[src/rtl/register_write_arbiter.sv]
// register_write_arbiter: shares the register-file write port between the
// primary writeback stage and the auxiliary speculative-pointer updater.
// Primary has fixed priority. Aux gets a starvation override after MAX_WAIT
// refused cycles. A single registered stage drives the wb_* outputs.
// Optional feature macro: REG_WRITE_ARB_STATS_EN adds conflict_count.
module register_write_arbiter #(
    parameter int MAX_WAIT = 4,
    parameter int WAIT_W   = 3
) (
    input  logic        clk,
    input  logic        reset,
    input  logic        flush,
    input  logic        p_valid,
    output logic        p_ready,
    input  logic [2:0]  p_reg_number,
    input  logic [2:0]  p_reg_size,
    input  logic [31:0] p_reg_data,
    input  logic        p_stack,
    input  logic        a_valid,
    output logic        a_ready,
    input  logic [2:0]  a_reg_number,
    input  logic [2:0]  a_reg_size,
    input  logic [31:0] a_reg_data,
    input  logic        a_stack,
    output logic        wb_reg_en,
    output logic [2:0]  wb_reg_number,
    output logic [2:0]  wb_reg_size,
    output logic [31:0] wb_reg_data,
    output logic        wb_stack,
    output logic        grant_aux
`ifdef REG_WRITE_ARB_STATS_EN
    ,
    output logic [15:0] conflict_count
`endif
);

    localparam logic [WAIT_W-1:0] LP_MAX_WAIT = WAIT_W'(MAX_WAIT);

    logic              w_grant_p;
    logic              w_grant_a;
    logic [WAIT_W-1:0] r_wait_cnt;
    logic              r_wb_reg_en;
    logic [2:0]        r_wb_reg_number;
    logic [2:0]        r_wb_reg_size;
    logic [31:0]       r_wb_reg_data;
    logic              r_wb_stack;
    logic              r_grant_aux;

    // Grant decision: flush blocks aux, same-register keeps primary first so
    // the aux value lands last, otherwise starvation override then priority.
    always_comb begin
        w_grant_p = 1'b0;
        w_grant_a = 1'b0;
        if (!reset) begin
            w_grant_p = 1'b0;
            w_grant_a = 1'b0;
        end else if (flush) begin
            w_grant_p = p_valid;
        end else if (p_valid && !a_valid) begin
            w_grant_p = 1'b1;
        end else if (a_valid && !p_valid) begin
            w_grant_a = 1'b1;
        end else if (p_valid && a_valid) begin
            if (a_reg_number == p_reg_number) begin
                w_grant_p = 1'b1;
            end else if (r_wait_cnt == LP_MAX_WAIT) begin
                w_grant_a = 1'b1;
            end else begin
                w_grant_p = 1'b1;
            end
        end
    end

    assign p_ready = w_grant_p;
    assign a_ready = w_grant_a;

    // Starvation counter: counts refused aux cycles, saturating at MAX_WAIT.
    always_ff @(posedge clk) begin
        if (!reset) begin
            r_wait_cnt <= '0;
        end else if (flush || !a_valid || w_grant_a) begin
            r_wait_cnt <= '0;
        end else if (r_wait_cnt != LP_MAX_WAIT) begin
            r_wait_cnt <= r_wait_cnt + 1'b1;
        end
    end

    // Output stage: one-cycle write beat per accepted request, fields held otherwise.
    always_ff @(posedge clk) begin
        if (!reset) begin
            r_wb_reg_en     <= 1'b0;
            r_wb_reg_number <= '0;
            r_wb_reg_size   <= '0;
            r_wb_reg_data   <= '0;
            r_wb_stack      <= 1'b0;
            r_grant_aux     <= 1'b0;
        end else begin
            r_wb_reg_en <= w_grant_p | w_grant_a;
            if (w_grant_a) begin
                r_wb_reg_number <= a_reg_number;
                r_wb_reg_size   <= a_reg_size;
                r_wb_reg_data   <= a_reg_data;
                r_wb_stack      <= a_stack;
                r_grant_aux     <= 1'b1;
            end else if (w_grant_p) begin
                r_wb_reg_number <= p_reg_number;
                r_wb_reg_size   <= p_reg_size;
                r_wb_reg_data   <= p_reg_data;
                r_wb_stack      <= p_stack;
                r_grant_aux     <= 1'b0;
            end
        end
    end

    assign wb_reg_en     = r_wb_reg_en;
    assign wb_reg_number = r_wb_reg_number;
    assign wb_reg_size   = r_wb_reg_size;
    assign wb_reg_data   = r_wb_reg_data;
    assign wb_stack      = r_wb_stack;
    assign grant_aux     = r_grant_aux;

`ifdef REG_WRITE_ARB_STATS_EN
    logic [15:0] r_conflict_count;

    // Conflict statistics: cycles with both requesters valid outside flush.
    always_ff @(posedge clk) begin
        if (!reset) begin
            r_conflict_count <= '0;
        end else if (p_valid && a_valid && !flush) begin
            r_conflict_count <= r_conflict_count + 16'd1;
        end
    end

    assign conflict_count = r_conflict_count;
`endif

endmodule

[config.mk]
export PLATFORM = sky130hd
export DESIGN_NAME = register_write_arbiter
export DESIGN_NICKNAME = d
export VERILOG_FILES = /design/src/rtl/register_write_arbiter.sv
export SDC_FILE = /design/constraint.sdc
export NUM_CORES = 1
export LEC_CHECK = 0
export ABC_AREA = 1
export CORE_UTILIZATION = 40
export CTS_CLUSTER_SIZE = 14
export DETAILED_ROUTE_END_ITERATION = 12
export PLACE_DENSITY = 0.77
export SLEW_MARGIN = 15
export SYNTH_ARGS = -nofsm -noshare
export SYNTH_HDL_FRONTEND = slang
export SYNTH_SLANG_ARGS = --single-unit
[constraint.sdc]
create_clock -name clk -period 1.9 [get_ports clk]
set_input_delay 0.285 -clock clk [delete_from_list [all_inputs] [get_ports clk]]
set_output_delay 0.285 -clock clk [all_outputs]
set_load 0.005 [all_outputs]
# --- Yosys cells after proc, flatten, opt, wreduce, memory -nomap -nowiden ---
# Cells that the tools add are included.
op_classes:
  n_addsub: 1
  n_eq_ne: 3
  n_mux: 24
  bitwise: 2
  reduce_logical: 9
op_table:
  columns: ["operator", "count"]
  rows:
  - ["2-to-1 mux 32 bit", 2]
  - ["2-to-1 mux 1 bit", 18]
  - ["2-to-1 mux 3 bit", 4]
  - ["adder 3 x 1 -> 3 bit, second input constant", 1]
  - ["equality test 3 bit", 1]
  - ["equality test 3 bit, second input constant", 1]
  - ["logical AND 1 bit", 3]
  - ["inequality test 3 bit, second input constant", 1]
  - ["logical NOT 1 bit", 2]
  - ["logical OR 1 bit", 2]
  - ["nonzero test 2 bit", 1]
  - ["OR reduction 2 bit", 1]
  - ["inverter 1 bit", 1]
  - ["OR 1 bit", 1]
totals:
  reg_bits: 44
  out_inout_bits: 43

# --- Longest topological paths before layout ---
# Gate-level depths: netlist (run 1).
depth:
  depth_word: 10
  mapped_depth: 11

# --- Least setup slack after synthesis (run 1) ---
# No wires, ideal clock.
synth_path:
  kind: "register to output"
  from: "reg r_wait_cnt[0]"
  to: "out a_ready"
  t_arrival_ps: 1179
  required_time_ps: 1615
  slack_ps: 436
  path_stages_with_launch: 10
  path_cell_list: "dfxtp_1 > inv_1 > ha_1 > nand2_1 > inv_1 > nand2_2 > nand2_4 > buf_6 > nand2_1 > inv_1"
synth_via:
  elab_chain_cells: 8
synth_lines:
  columns: ["element", "line_no", "source"]
  rows:
  - ["start: declaration", "41", "logic [WAIT_W-1:0] r_wait_cnt;"]
  - ["start signal: assignment", "84", "r_wait_cnt <= r_wait_cnt + 1'b1;"]
  - ["equality test 3 bit", "66", "end else if (r_wait_cnt == LP_MAX_WAIT) begin"]
  - ["2-to-1 mux 1 bit", "66", null]
  - ["2-to-1 mux 1 bit", "64", "if (a_reg_number == p_reg_number) begin"]
  - ["2-to-1 mux 1 bit", "63", "end else if (p_valid && a_valid) begin"]
  - ["2-to-1 mux 1 bit", "61", "end else if (a_valid && !p_valid) begin"]
  - ["2-to-1 mux 1 bit", "59", "end else if (p_valid && !a_valid) begin"]
  - ["2-to-1 mux 1 bit", "57", "end else if (flush) begin"]
  - ["2-to-1 mux 1 bit", "54", "if (!reset) begin"]
  - ["end: declaration", "20", "output logic a_ready,"]
# No other way between the ends.

# --- Worst setup path after layout (run 1) ---
# Ends and elaborated chain as after synthesis.

==> results of run 1 <==
[registers in the layout, indices dropped and copies added (netlist names)]
signal         flops
wb_reg_size        3
wb_reg_number      3
grant_aux          1
wb_stack           1
wb_reg_en          1
r_wait_cnt         3
wb_reg_data       32
[final cells by class]
cell class	instances	area, µm²
Fill cell	557	2020
Timing Repair Buffer	142	1440
Multi-Input combinational cell	262	1210
Sequential cell	44	882
Inverter	48	180
Tap cell	75	93.8
Clock buffer	8	90.1
[report_power, final]
part	switching [µW]	internal, µW	total [µW]
logic	256	385	641
registers	32.4	994	1030
clock network	291	296	587
[worst paths after layout]
kind | start | endpoint | slack (ps) | depth (start not counted)
min reg2reg | grant_aux | grant_aux | 480 | 2
min | grant_aux | grant_aux | 480 | 2
max | r_wait_cnt[0] | a_ready | 110 | 9
max reg2reg | r_wait_cnt[0] | wb_reg_data[9] | 280 | 12
[routing by layer]
metal / up-vias / global-route usage / wire length [µm]
met3: 15 / 0.0614 / 380
met1: 1214 / 0.235 / 2740
met2: 74 / 0.364 / 3220
li1: 1448 / - / -
met4: 0 / 0.0911 / 187
met5: - / 0 / 0
[layout by cell type (no fill, tap or decap), types with 2 or more instances in the layout]
| cell type | count |
|---|---|
| sky130_fd_sc_hd__inv_2 | 3 |
| sky130_fd_sc_hd__a211oi_1 | 2 |
| sky130_fd_sc_hd__buf_12 | 5 |
| sky130_fd_sc_hd__clkbuf_8 | 6 |
| sky130_fd_sc_hd__inv_1 | 45 |
| sky130_fd_sc_hd__ha_1 | 2 |
| sky130_fd_sc_hd__nand2_2 | 3 |
| sky130_fd_sc_hd__clkdlybuf4s50_1 | 120 |
| sky130_fd_sc_hd__dfxtp_1 | 43 |
| sky130_fd_sc_hd__buf_4 | 12 |
| sky130_fd_sc_hd__o21ai_0 | 31 |
| sky130_fd_sc_hd__nor2_1 | 78 |
| sky130_fd_sc_hd__nand2_1 | 51 |
| sky130_fd_sc_hd__o21ai_1 | 8 |
| sky130_fd_sc_hd__a21oi_1 | 39 |
| sky130_fd_sc_hd__clkbuf_1 | 2 |
| sky130_fd_sc_hd__dlygate4sd2_1 | 4 |
| sky130_fd_sc_hd__nand3_1 | 41 |
[metrics by stage]
step | util | TNS, ps | cells | area [µm²]
floorplan | - | 0 | 382 | 2460
global placement | 0.641 | -1150 | 570 | 3790
detailed placement | 0.641 | -1050 | 570 | 3790
CTS | 0.658 | -133 | 579 | 3900
global route | 0.658 | 0 | 579 | 3900
finish | 0.658 | 0 | 579 | 3900
[logic make-up after synthesis]
family | synth area share
AOI/OAI and AO/OA | 0.168
xor gates and xnor gates | 0.0107
adders and majority gates | 0.0102
buffers and inverters | 0.154
DFF | 0.357
and+or+nand+nor | 0.300
[worst register-to-register path, stage by stage (launching register included)]
cell                      delay (ps)
sky130_fd_sc_hd__dfxtp_1         330
sky130_fd_sc_hd__inv_1            70
sky130_fd_sc_hd__ha_1            200
sky130_fd_sc_hd__nand2_2          80
sky130_fd_sc_hd__inv_2            50
sky130_fd_sc_hd__nand2_2          80
sky130_fd_sc_hd__nand2_4          50
sky130_fd_sc_hd__buf_4           160
sky130_fd_sc_hd__buf_4           210
sky130_fd_sc_hd__nand3_1         100
sky130_fd_sc_hd__nand2_1          50
sky130_fd_sc_hd__nor2_1           90
sky130_fd_sc_hd__nor2_1           40
[repair_timing]
action	in CTS	in global routing
setup buffers	1	0
setup endpoints to repair	2	2
resized for setup	8	1
pin swaps	4	2
==> results.sh, run 1 <==
export IMPL_die_width_um=80.5
export IMPL_maximum_number_of_pins_on_one_net_before_global_route_repair=44
export IMPL_ys_types=22
export IMPL_ioPinCount=126
export IMPL_minimum_setup_slack_in_the_final_design_ps=107
export IMPL_groute_usage_overall=0.209
export IMPL_timing_setup_critical_path_class="reg2out"
export IMPL_grt_first_pass_wirelength_um=10600
export IMPL_h_tree_depth=2
export IMPL_clk_pin_slew_worst_paths_ps=80
export IMPL_synth_enable_flop_cells=0
export IMPL_floorplan_core_area_mm2=0.00592
export IMPL_floorplan_die_height_um=80.5
export IMPL_globalplace_congestion=0.859
export IMPL_buffers_on_ports=125
export IMPL_crit_family="buffers and inverters"
export IMPL_cpPeakStageDelay_ps=330
export IMPL_max_cap_violations=0
export IMPL_synth_seq_cells=44
export IMPL_synth_net_count=467
export IMPL_overflow=0
export IMPL_route_antenna_remaining_nets=0
export IMPL_finalPower_uw=2260
export IMPL_worstSetupStartpointType="register"
export IMPL_worst_path_buf_inv=4
export IMPL_num_antenna_cells=0
export IMPL_area_added_between_synthesis_and_finish_pct=58.2
export IMPL_row_count=28
export IMPL_status="finished, final reports clean"
export IMPL_yosys_warnings=0
export IMPL_grt_antenna_before_repair=0
export IMPL_fmax_mhz=558
export IMPL_synth_top_cells_by_area="sky130_fd_sc_hd__dfxtp_1 36%, sky130_fd_sc_hd__nor2_1 12%, sky130_fd_sc_hd__nand3_1 8.3%"
export IMPL_cts_made_buffers=5
export IMPL_cts_hold_fix_buffers=0
export IMPL_relative_slew_slack=0.848
export IMPL_power_density_cell_area_mw_per_mm2=578
export IMPL_ys_flop_type="sky130_fd_sc_hd__dfxtp_1"
export IMPL_cell_with_the_most_instances_after_synthesis="sky130_fd_sc_hd__nor2_1"
export IMPL_min_delay_path_class="reg2reg"
export IMPL_synth_area_mm2=0.00246
export IMPL_final_worst_path_cycle_share=0.944
export IMPL_wl_um=6530
export IMPL_route_detailed_drc=0
export IMPL_ys_async_sr_fraction=0
export IMPL_seq_area_frac_synth=0.357
export IMPL_vdd_ir_drop_worst_mv=0.307
export IMPL_initial_core_util=0.416
export IMPL_drtIter0Drc=98
export IMPL_fin_worst_skew_ps=5.73
export IMPL_synth_top_area_frac=0.357
export IMPL_wl_per_cell_um=11.3
export IMPL_final_number_of_setup_violating_endpoints=0
export IMPL_crit_path_max_fanout=3
export IMPL_min_hold_slack_ps=480
export IMPL_drive_gt1_frac=0.0655
export IMPL_dieArea_mm2=0.00648
export IMPL_cp_data_arrival_time_ps=1510
export IMPL_timing_critical_path_required_ps=1620
export IMPL_path_cells="inv_1 -> ha_1 -> nand2_2 -> inv_2 -> nand2_2 -> nand2_4 -> nand2_1 -> inv_1 -> dlygate4sd2_1"
export IMPL_synth_top_cells_by_count="78 x sky130_fd_sc_hd__nor2_1, 52 x sky130_fd_sc_hd__nand2_1, 46 x sky130_fd_sc_hd__inv_1"
export IMPL_grt_pass1_vias=2429
export IMPL_avgSynthCellArea_um2=6.45
export IMPL_final_hold_violation_count=0
export IMPL_crit_path_top_delay_cell="sky130_fd_sc_hd__dfxtp_1"
export IMPL_slew_viol_final=0
export IMPL_clock_tree_from_tritoncts="yes"
export IMPL_vias_per_cell=4.75
export IMPL_detailedRoute_firstPassIterationCount=4
export IMPL_via_count=2751
export IMPL_post_dp_hpwl_um=4790
export IMPL_static_leakage_power_uw=0.00172
export IMPL_biggest_area_consumer_among_synthesized_cells="sky130_fd_sc_hd__dfxtp_1"
export IMPL_clock_root_buffer="sky130_fd_sc_hd__clkbuf_8"
export IMPL_clk_insertion_delay_late_ps=290
export IMPL_cts_sinks=44
export IMPL_period_needed_ps=1790
export IMPL_pre_cts_slack_ps=-164
export IMPL_end_kind="output pin"
export IMPL_cts_max_path_buffers=2
export IMPL_fin_nets=588
export IMPL_worst_margin_slew_ps=229
export IMPL_postSynthCellCount=382
export IMPL_rsz0062_at_grt="no"
(Power assumes the default switching activity.)
==> inputs of run 2 (changes only) <==
CORE_MARGIN = 4   (was unset)
==> results.sh, run 2 (synthesis gave the netlist of run 1 again) <==
export IMPL_cts_made_buffers=5
export IMPL_path_cells="clkdlybuf4s50_1 -> nand2_1 -> nand2_1 -> nand3_2 -> nand2_2 -> nand2_4 -> nand2_1 -> inv_1 -> dlygate4sd2_1"
export IMPL_worst_margin_slew_ps=346
export IMPL_floorplan_core_area_mm2=0.00596
export IMPL_grt_antenna_before_repair=0
export IMPL_floorplan_die_height_um=86.5
export IMPL_post_route_cell_area_mm2=0.00394
export IMPL_clock_root_buffer="sky130_fd_sc_hd__clkbuf_8"
export IMPL_ioPinCount=126
export IMPL_cp_data_arrival_time_ps=1510
export IMPL_worst_r2r_path_depth=11
export IMPL_r2r_end="wb_reg_data[14]"
export IMPL_clk_pin_slew_worst_paths_ps=80
export IMPL_largest_register_ff_count=32
export IMPL_slew_viol_final=0
export IMPL_setup_slack_of_the_most_critical_reg_to_reg_path_ps=310
export IMPL_initial_core_util=0.414
export IMPL_min_path_cells=5
export IMPL_wl_per_cell_um=12.0
export IMPL_post_dp_hpwl_um=5160
export IMPL_cpPeakStageDelay_ps=500
export IMPL_crit_path_max_fanout=2
export IMPL_maximum_number_of_pins_on_one_net_before_global_route_repair=49
export IMPL_grt_pass1_vias=2520
export IMPL_worst_hold_startpoint="a_reg_number[0]"
export IMPL_vias_per_cell=4.77
export IMPL_worst_r2r_startpoint="r_wait_cnt[0]"
export IMPL_final_worst_path_cycle_share=0.945
export IMPL_period_needed_ps=1800
export IMPL_globalplace_congestion=0.790
export IMPL_worst_path_buf_inv=3
export IMPL_via_count=2759
export IMPL_area_taken_by_multi_input_logic_gates_mm2=0.00123
export IMPL_seqCellArea_um2=883
export IMPL_dieArea_mm2=0.00748
export IMPL_crit_family="buffers and inverters"
export IMPL_clock_tree_from_tritoncts="yes"
export IMPL_num_antenna_cells=0
export IMPL_fillers=526
export IMPL_end_kind="output pin"
export IMPL_placed_cell_area_mm2=0.00380
export IMPL_top_library_cells_by_usage_in_the_layout_fill_and_taps_aside="118 x sky130_fd_sc_hd__clkdlybuf4s50_1, 78 x sky130_fd_sc_hd__nor2_1, 51 x sky130_fd_sc_hd__nand2_1"
export IMPL_min_delay_path_class="in2reg"
export IMPL_h_tree_depth=2
export IMPL_cts_max_path_buffers=2
export IMPL_cts_hold_fix_buffers=0
export IMPL_final_cells=579
export IMPL_grt_first_pass_wirelength_um=11100
export IMPL_fin_worst_skew_ps=7.10
export IMPL_detailedRoute_firstPassIterationCount=4
export IMPL_drive_gt1_frac=0.0774
export IMPL_timing_setup_critical_path_class="in2out"
export IMPL_area_added_between_synthesis_and_finish_pct=59.7
export IMPL_fmax_mhz=557
export IMPL_instance_count_after_placement_with_tap_cells_included=569
export IMPL_drtIter0Drc=90
export IMPL_route_detailed_drc=0
export IMPL_wl_um=6930
export IMPL_max_cap_violations=0
export IMPL_row_count=28
export IMPL_final_hold_violation_count=0
export IMPL_power_density_cell_area_mw_per_mm2=575
export IMPL_die_width_um=86.5
export IMPL_status="finished, final reports clean"
export IMPL_timing_hold_worst_endpoint="wb_reg_number[0]"
export IMPL_crit_path_top_delay_cell="sky130_fd_sc_hd__clkdlybuf4s50_1"
export IMPL_rsz0062_at_grt="no"
export IMPL_static_leakage_power_uw=0.00175
export IMPL_timing_critical_path_required_ps=1620
export IMPL_clk_insertion_delay_late_ps=290
export IMPL_final_common_cell="sky130_fd_sc_hd__clkdlybuf4s50_1"
export IMPL_cts_sinks=44
export IMPL_fin_nets=588
export IMPL_worstSetupStartpointType="input pin"
export IMPL_cpMostUsedCell="sky130_fd_sc_hd__nand2_1"
export IMPL_route_antenna_remaining_nets=0
export IMPL_path_depth=9
export IMPL_buffers_on_ports=125
export IMPL_groute_usage_overall=0.181
export IMPL_vdd_ir_drop_worst_mv=0.381
export IMPL_final_number_of_setup_violating_endpoints=0
export IMPL_relative_slew_slack=0.769
export IMPL_overflow=0
-- run 2: cell count changes in the layout (fill, tap and decap cells not counted), sizes merged --
cell,delta
clkinv,+2
clkdlybuf4s15,+1
clkdlybuf4s50,-2
clkbuf,-2
dlygate4sd2,-1
dlymetal6s2s,+2
-- run 2: power breakdown --
| part | switching (µW) | internal (µW) |
|---|---|---|
| clock network | 297 | 290 |
| registers | 31.5 | 994 |
| logic | 261 | 388 |
| total | 590 | 1670 |
-- run 2: worst min-delay path: stages --
cell                             delay (ps)
sky130_fd_sc_hd__dlymetal6s2s_1         120
sky130_fd_sc_hd__nand3_1                 80
sky130_fd_sc_hd__nand2_1                 60
sky130_fd_sc_hd__nor2_1                  30
sky130_fd_sc_hd__nor2_1                  60
-- run 2: final cells by class --
class | count | area share
clock buffer | 6 | 0.0210
clock inverter | 2 | 0.00254
inverter | 48 | 0.0464
multi-input combinational | 262 | 0.312
sequential | 44 | 0.224
tap | 75 | 0.0238
timing repair buffer | 142 | 0.370
-- run 2: through the flow --
step	util	TNS (ps)	total power, µW	hold slack, ps	setup WS [ps]
floorplan	-	0	1320	459	436
global placement	0.638	-1070	1690	455	-195
detailed placement	0.638	-2510	1700	475	-221
CTS	0.655	0	2290	487	10.8
global route	0.661	0	2400	450	16.9
finish	0.661	0	2260	392	104
-- run 2: worst max-delay path by stage --
| stage | from | to |
|---|---|---|
| 2_1_floorplan | r_wait_cnt[0] | a_ready |
| 3_3_place_gp | p_reg_number[1] | p_ready |
| 3_5_place_dp | p_reg_number[1] | p_ready |
| 4_1_cts | r_wait_cnt[1] | p_ready |
| 5_1_grt | p_reg_number[0] | a_ready |
| 6_report | p_reg_number[0] | a_ready |
-- run 2: routing by layer --
| layer | global-route usage | up-vias | routed length (µm) |
|---|---|---|---|
| met5 | 0 | - | 0 |
| met2 | 0.325 | 73 | 3480 |
| met4 | 0.0666 | 0 | 144 |
| met3 | 0.0494 | 8 | 514 |
| li1 | - | 1447 | - |
| met1 | 0.204 | 1231 | 2800 |
-- run 2: timing repair --
item / CTS / global route
gates resized for setup: 11 / 7
gates cloned: 0 / 0
setup buffers: 0 / 2
setup endpoints to repair: 2 / 2
pin swaps: 2 / 1
==> inputs of run 3 (changes only) <==
CORE_UTILIZATION = 43   (was 40)
PLACE_DENSITY = 0.82   (was 0.77)
clock period = 2.25 ns   (was 1.9 ns; I/O delays follow)
==> results.sh, run 3 (synthesis gave the netlist of run 1 again) <==
export IMPL_status="finished, final reports clean"
export IMPL_post_cts_setup_buffer_count=0
export IMPL_floorplan_core_area_mm2=0.00554
export IMPL_cp_data_arrival_time_ps=1550
export IMPL_floorplan_die_height_um=83.7
export IMPL_path_cells="clkdlybuf4s50_1 -> xnor2_2 -> nand3_1 -> nand2_2 -> nand2_4 -> nand2_1 -> inv_1 -> dlymetal6s2s_1"
export IMPL_fmax_mhz=531
export IMPL_clk_insertion_delay_late_ps=290
export IMPL_crit_path_top_delay_cell="sky130_fd_sc_hd__clkdlybuf4s50_1"
export IMPL_post_dp_hpwl_um=5010
export IMPL_fin_worst_skew_ps=8.68
export IMPL_pre_cts_slack_ps=53.1
export IMPL_period_needed_ps=1880
export IMPL_fillers=503
export IMPL_detailedRoute_firstPassIterationCount=4
export IMPL_via_count=2669
export IMPL_grt_met2_usage=0.328
export IMPL_groute_usage_overall=0.190
export IMPL_row_count=27
export IMPL_num_antenna_cells=0
export IMPL_route_antenna_remaining_nets=0
export IMPL_worstSetupStartpointType="input pin"
export IMPL_seqCellArea_um2=881
export IMPL_drtIter0Drc=96
export IMPL_timing_critical_path_required_ps=1910
export IMPL_slew_viol_final=0
export IMPL_fin_nets=578
export IMPL_vias_per_cell=4.72
export IMPL_route_detailed_drc=0
export IMPL_cts_sinks=44
export IMPL_top_library_cells_by_usage_in_the_layout_fill_and_taps_aside="121 x sky130_fd_sc_hd__clkdlybuf4s50_1, 78 x sky130_fd_sc_hd__nor2_1, 51 x sky130_fd_sc_hd__nand2_1"
export IMPL_maximum_number_of_pins_on_one_net_before_global_route_repair=82
export IMPL_end_kind="output pin"
export IMPL_cts_max_path_buffers=2
export IMPL_cpPeakStageDelay_ps=550
export IMPL_area_added_between_synthesis_and_finish_pct=54.5
export IMPL_rsz0062_at_grt="no"
export IMPL_fin_tns_setup_ps=0
export IMPL_h_tree_depth=2
export IMPL_cts_resized_gates=0
export IMPL_min_delay_path_class="in2reg"
export IMPL_overflow=0
export IMPL_grt_antenna_before_repair=0
export IMPL_timing_setup_critical_path_class="in2out"
export IMPL_crit_family="buffers and inverters"
export IMPL_grt_busiest_layer="met2"
export IMPL_crit_path_max_fanout=2
export IMPL_grt_first_pass_wirelength_um=11200
export IMPL_groute_layer_met1_usage=0.222
export IMPL_initial_core_util=0.445
export IMPL_finalPower_uw=1900
export IMPL_buffers_on_ports=125
export IMPL_final_number_of_setup_violating_endpoints=0
export IMPL_cts_hold_fix_buffers=0
export IMPL_wl_um=6810
export IMPL_clock_tree_from_tritoncts="yes"
export IMPL_cts_made_buffers=5
export IMPL_grt_use_met3=0.0612
export IMPL_final_common_cell="sky130_fd_sc_hd__clkdlybuf4s50_1"
export IMPL_max_cap_violations=0
export IMPL_final_hold_violation_count=0
export IMPL_wl_per_cell_um=12.0
export IMPL_ioPinCount=126
export IMPL_largest_register_ff_count=32
export IMPL_grt_pass1_vias=2456
export IMPL_globalplace_congestion=0.834
export IMPL_vdd_ir_drop_worst_mv=0.296
export IMPL_dieArea_mm2=0.00701
export IMPL_area_taken_by_multi_input_logic_gates_mm2=0.00121
export IMPL_drive_gt1_frac=0.0486
export IMPL_relative_slew_slack=0.710
export IMPL_worst_path_buf_inv=3
export IMPL_worst_margin_slew_ps=436
export IMPL_die_width_um=83.7
export IMPL_power_density_cell_area_mw_per_mm2=498
export IMPL_clk_pin_slew_worst_paths_ps=80
export IMPL_static_leakage_power_uw=0.00170
export IMPL_minimum_setup_slack_in_the_final_design_ps=367
export IMPL_clock_root_buffer="sky130_fd_sc_hd__clkbuf_8"
export IMPL_final_worst_path_cycle_share=0.837
==> run 3: final cells by class <==
| type | instances | share of cell area |
|---|---|---|
| tap | 72 | 0.0237 |
| clock buffer | 6 | 0.0217 |
| timing repair buffer | 132 | 0.355 |
| inverter | 48 | 0.0473 |
| multi-input combinational | 262 | 0.319 |
| clock inverter | 2 | 0.00263 |
| sequential | 44 | 0.231 |
==> run 3: power breakdown <==
group,switching (µW),total [µW],internal (µW)
Clock,257,502,245
Combinational,214,527,314
Sequential,28.1,868,840
==> run 3: stage by stage <==
| step | instances | util | hold WS (ps) | area [µm²] |
|---|---|---|---|---|
| 2_1_floorplan | 382 | - | 459 | 2460 |
| 3_3_place_gp | 558 | 0.667 | 468 | 3700 |
| 3_5_place_dp | 558 | 0.667 | 468 | 3700 |
| 4_1_cts | 566 | 0.684 | 479 | 3790 |
| 5_1_grt | 566 | 0.687 | 492 | 3810 |
| 6_report | 566 | 0.687 | 454 | 3810 |
==> run 3: metal layers <==
metal  routed length (µm)  vias to the layer above  share of wire
li1                     -                     1430              -
met1                 2890                     1169           0.42
met2                 3390                       64           0.50
met3                  439                        6          0.064
met4                   91                        0          0.013
met5                    0                        -              0
==> run 3: worst reg2reg max path: cells and delay by family (launching register included) <==
family	cells	cell delay, ps
buffers and inverters	3	470
and+or+nand+nor	5	400
DFF	1	320
adders and majority gates	1	170
AOI/OAI and AO/OA	1	130
==> run 3: final timing paths <==
kind | startpoint | endpoint | slack (ps) | cells past startpoint
worst max-delay path | p_reg_number[1] | a_ready | 370 | 8
worst max register to register | r_wait_cnt[0] | wb_reg_data[0] | 640 | 10
worst min register to register | grant_aux | grant_aux | 480 | 2
worst min-delay path | a_reg_number[0] | wb_reg_number[0] | 450 | 5
